`config.mk`:
```
export PLATFORM = sky130hd
export DESIGN_NAME = hazard_ctrl
export DESIGN_NICKNAME = d
export VERILOG_FILES = /design/src/rtl/hazard_ctrl.sv
export SDC_FILE = /design/constraint.sdc
export NUM_CORES = 1
export LEC_CHECK = 0
export BUFFER_PORTS_ARGS = -buffer_cell sky130_fd_sc_hd__buf_2
export CORE_ASPECT_RATIO = 1.2
export CORE_MARGIN = 2
export CORE_UTILIZATION = 39
export CTS_CLUSTER_DIAMETER = 150
export DETAILED_ROUTE_END_ITERATION = 10
export GPL_TIMING_DRIVEN = 0
export PLACE_DENSITY = 0.71
export SLEW_MARGIN = 20
export SYNTH_ARGS = -nofsm -noshare
export SYNTH_HDL_FRONTEND = slang
export SYNTH_SLANG_ARGS = --single-unit
```
`constraint.sdc`:
```
create_clock -name clk -period 2 [get_ports clk]
set_input_delay 0.2 -clock clk [delete_from_list [all_inputs] [get_ports clk]]
set_output_delay 0.2 -clock clk [all_outputs]
set_load 0.02 [all_outputs]
```
`src/rtl/hazard_ctrl.sv`:
```
// Hazard controller for the five-stage RV32 pipeline.
// It shadows EX/MEM/WB destinations and derives forwarding selects, load-use stalls and branch flushes.
module hazard_ctrl #(
  parameter int CNT_W = 16
) (
  input  logic             clk,
  input  logic             rst,
  input  logic             id_valid,
  input  logic [4:0]       id_rs1,
  input  logic [4:0]       id_rs2,
  input  logic             id_rr1,
  input  logic             id_rr2,
  input  logic [4:0]       id_rd,
  input  logic             id_reg_wen,
  input  logic [1:0]       id_wb_sel,
  input  logic             ex_br_taken,
  output logic             stall_pc,
  output logic             stall_ifid,
  output logic             flush_ifid,
  output logic             bubble_idex,
  output logic [1:0]       fwd_a,
  output logic [1:0]       fwd_b,
  output logic [CNT_W-1:0] stall_cnt,
  output logic [CNT_W-1:0] flush_cnt
);

  localparam logic [1:0] WB_DM = 2'd1;

  typedef struct packed {
    logic       valid;
    logic [4:0] rd;
    logic       wen;
    logic [1:0] wb_sel;
  } stage_t;

  stage_t ex_q, mem_q, wb_q;
  logic   lu;

  function automatic logic writes(stage_t s, logic [4:0] r);
    return s.valid & s.wen & (s.rd != 5'd0) & (s.rd == r);
  endfunction

  // A load in EX cannot forward yet; that case is covered by the stall.
  function automatic logic [1:0] fwd_sel(logic rr, logic [4:0] rs,
                                         stage_t ex, stage_t mem, stage_t wb);
    if (!rr || rs == 5'd0) return 2'd0;
    if (writes(ex, rs))    return (ex.wb_sel == WB_DM) ? 2'd0 : 2'd1;
    if (writes(mem, rs))   return 2'd2;
    if (writes(wb, rs))    return 2'd3;
    return 2'd0;
  endfunction

  assign lu = id_valid & (ex_q.wb_sel == WB_DM) &
              ((id_rr1 & writes(ex_q, id_rs1)) | (id_rr2 & writes(ex_q, id_rs2)));

  always_comb begin
    stall_pc    = 1'b0;
    stall_ifid  = 1'b0;
    flush_ifid  = 1'b0;
    bubble_idex = 1'b0;
    fwd_a       = 2'd0;
    fwd_b       = 2'd0;
    if (!rst) begin
      if (ex_br_taken) begin
        flush_ifid  = 1'b1;
        bubble_idex = 1'b1;
      end else if (lu) begin
        stall_pc    = 1'b1;
        stall_ifid  = 1'b1;
        bubble_idex = 1'b1;
      end
      if (!lu) begin
        fwd_a = fwd_sel(id_rr1, id_rs1, ex_q, mem_q, wb_q);
        fwd_b = fwd_sel(id_rr2, id_rs2, ex_q, mem_q, wb_q);
      end
    end
  end

  always_ff @(posedge clk) begin
    if (rst) begin
      ex_q      <= '0;
      mem_q     <= '0;
      wb_q      <= '0;
      stall_cnt <= '0;
      flush_cnt <= '0;
    end else begin
      wb_q  <= mem_q;
      mem_q <= ex_q;
      ex_q  <= bubble_idex ? '0 : {id_valid, id_rd, id_reg_wen, id_wb_sel};
      if (lu && !ex_br_taken && stall_cnt != {CNT_W{1'b1}})
        stall_cnt <= stall_cnt + 1'b1;
      if (ex_br_taken && flush_cnt != {CNT_W{1'b1}})
        flush_cnt <= flush_cnt + 1'b1;
    end
  end

endmodule

```
==> impl_metrics.ini <==
[global_routing]
grt_pass1_wl_mm = 10.61
grt_pass1_vias = 2293
grt_max_degree = 16
grtUsageMet2_pct = 31.25
antenna_found_initial = 0
top_usage_layer = met2
met3_usage_pct = 4.261
grt_util_met1_pct = 20.56
grtUsageTotal_pct = 17.64
grt_overflow = 0

[synthesis]
synth_edf_count = 0
synth_compound_area_share_pct = 10.85
synthMuxAreaShare_pct = 1.662
synthAdderAreaFrac_pct = 0.9234
postSynth.asyncResetShare_pct = 0
synth_cell_types = 44
synth_area_um2 = 2710
synth_top_family_by_area = simple AND/OR/NAND/NOR gates
ys.flop_type = dfxtp_1
synth_seq_cells = 55
synth_fp_nets = 324
ys_warn_count = 0
synth-xor-area-share_pct = 14.87
ys_seq_area_share_pct = 40.63
synth-simple-area-share_pct = 27.70
netlist_instances = 298
synth_area_per_cell_um2 = 9.094

[timing]
finalWorstSetupSlack_ns = -0.5213
finalHoldViolCount = 0
max_freq_mhz = 396.6
fin_skew_ns = 0.009250
worst_pin_slew_ns = 0.5785
min_period_ns = 2.521
finalCritPeriodShare_pct = 126.1
drv_slew = 0
slew_headroom_pct = 61.43
setup_viol = 22
rsz0062_at_grt = yes

[place]
placed_cells = 448
place_area_um2 = 3149
place_hpwl_mm = 4.876
gp_congestion = 0.8204
port_buffers = 63

[floorplan]
die_w_um = 80.10
rows = 33
initial_core_util_pct = 40.02
coreArea_um2 = 6771
io_pins = 64
die-height_um = 95.32
dieArea_um2 = 7634

[critical_path]
cp-end-kind = output port
cp.required_ns = 1.80
reg2regPathDepth = 10
path_max_fanout = 3
regToRegEndpoint = stall_cnt[1]
rr_startpoint = ex_q[4]
critPathKind = flip-flop to output port
cp.arrival_ns = 2.32
slowest_delay_ns = 0.52
cp-start-kind = flip-flop
rrSetupSlack_ns = -0.26
path_cells = or4_4 -> o211ai_4 -> nor3_4 -> o21ai_2 -> buf_6 -> o2111ai_4 -> a211oi_2 -> buf_4
slowest_stage = or4_4

[power]
total_power_mw = 2.043
max-vdd-ir-drop_uv = 378.6
power_density_nw_per_um2 = 568.0
leakagePower_nw = 1.485

[layout]
layoutNonFillerInstCount = 469
num-fill-cells = 625
finish.instance_area_um2 = 3597
drive_above_1_share_pct = 34.29
antenna_cells = 0
fin_nets = 408
finalCoreUtilization_pct = 53.12
flow.area_growth_from_synthesis_pct = 32.73

[job]
maxCapViolCount = 0

[hold_path]
hp-class = input port to flip-flop
worstHoldStart = id_rd[3]
hold-path-endpoint = ex_q[6]
holdPathStages = 2

[outcome]
violations = negative setup slack
status = complete, but fails checks

[drt]
wl_per_cell_um = 13.92
firstDrtPassIters = 4
final_antenna_net_count = 0
routed_via_density = 5.213
drc_errors = 0
drt_iter0_markers = 103
vias = 2445
wirelength_mm = 6.529

[clock_tree]
worstSkewPairLatency_ns = 0.31
cts-root-buf = clkbuf_8
cts_sinks = 55
cts_max_level = 2
tritoncts = done
cts_buffers = 5
cts.path.max_buffers = 2
holdBufCountCts = 0
cts.clk_slew.worst_paths_ns = 0.09
-- report_power, final --
part           total, mW  internal, mW  switching (mW)
sequential          1.13          1.11          0.0183
combinational      0.200        0.0873           0.113
clock              0.713         0.368           0.345
total               2.04          1.57           0.476
-- cells in the mapped netlist (all sizes together) (4+ instances only) --
cell type	count	area (um^2)
o21ai	12	63.81
nand2	12	45.04
nor3	8	45.04
and2	11	68.82
clkbuf	5	18.77
xnor2	23	201.4
nor2	25	93.84
or3	12	75.07
or4	5	41.29
and3	6	37.54
nand3	18	90.09
xor2	23	201.4
a21oi	15	75.07
nand4	10	62.56
dfxtp	55	1101
and4	4	35.03
inv	6	22.52
buf	5	50.04
nor2b	15	93.84
-- state kept, by name (all words and copies together), names as in the netlist --
signal     flops
ex_q           9
stall_cnt     16
wb_q           7
mem_q          7
flush_cnt     16
-- final cells by class --
cell class / instances / area, um^2 / area share (%)
multi-input combinational: 227 / 1699 / 47.23
timing repair buffer: 77 / 479.2 / 13.32
inverter: 6 / 22.52 / 0.6261
clock inverter: 1 / 30.03 / 0.8348
clock buffer: 6 / 72.57 / 2.017
tap: 87 / 108.9 / 3.026
sequential: 55 / 1110 / 30.85
buffer: 10 / 75.07 / 2.087
-- per-stage QoR --
step	TNS [ns]	setup WS, ns	hold slack, ns
after detailed placement	-2.503	-0.3395	0.4028
after global placement	-2.149	-0.3429	0.4019
after global routing	-8.215	-0.6416	0.08504
after CTS	-5.434	-0.5675	0.08064
after floorplan	-0.6646	-0.1779	0.3217
final	-5.710	-0.5213	0.08775
-- what timing repair did --
action | CTS | global route
cloned | 1 | 0
pin swaps | 26 | 21
buffers inserted | 9 | 5
endpoints found under the hold margin | 0 | 0
setup endpoints to repair | 21 | 33
gates resized for setup | 25 | 27
-- routing by layer --
layer  up-vias  share of wire [%]
met1      1168                 41
met5         -                  0
li1       1214                  -
met4         0                2.0
met2        54                 52
met3         9                5.3
-- cell usage in the layout, fill, tap and decap left out, types with 3 or more instances in the layout --
cell / count
o21ai_2: 7
o21ai_0: 3
nor2_1: 24
buf_6: 8
nand2_1: 11
or3_4: 3
a21oi_2: 4
nand3_1: 16
dfxtp_1: 50
or3_1: 9
clkbuf_1: 6
clkbuf_8: 5
inv_1: 6
mux2i_1: 3
xor2_1: 22
or4_1: 3
nand4_1: 10
dfxtp_2: 4
xnor2_1: 19
and2_1: 11
xnor2_2: 4
nor3_1: 6
buf_2: 57
and3_1: 6
buf_4: 14
and4_1: 4
nor2b_1: 15
a21oi_1: 11
-- logic make-up (layout without fill, tap and decap cells) --
group           count (synthesis)  count (layout)
xor+xnor                       46              46
flops                          55              55
fa+ha+maj                       2               2
simple gates                  132             132
buf+inv                        16             100
mux                             4               4
compound gates                 43              43
-- worst max-delay path, delay by kind of cell (launching register included) --
family                 cells  cell delay [ns]
AO/OA/AOI/OAI              4             0.76
flip-flops                 1             0.35
buffers and inverters      2             0.31
AND/OR/NAND/NOR            2             0.58
-- how the worst max path moves through the flow --
stage,endpoint,startpoint,cells after the start,slack (ns)
CTS,fwd_b[1],ex_q[4],8,-0.57
global placement,fwd_b[1],ex_q[4],8,-0.34
finish,fwd_a[1],ex_q[4],8,-0.52
detailed placement,fwd_b[1],ex_q[4],8,-0.34
floorplan,fwd_a[1],ex_q[4],7,-0.18
global route,fwd_a[1],ex_q[5],8,-0.64
Note: power is estimated with default switching activity, not from simulation.
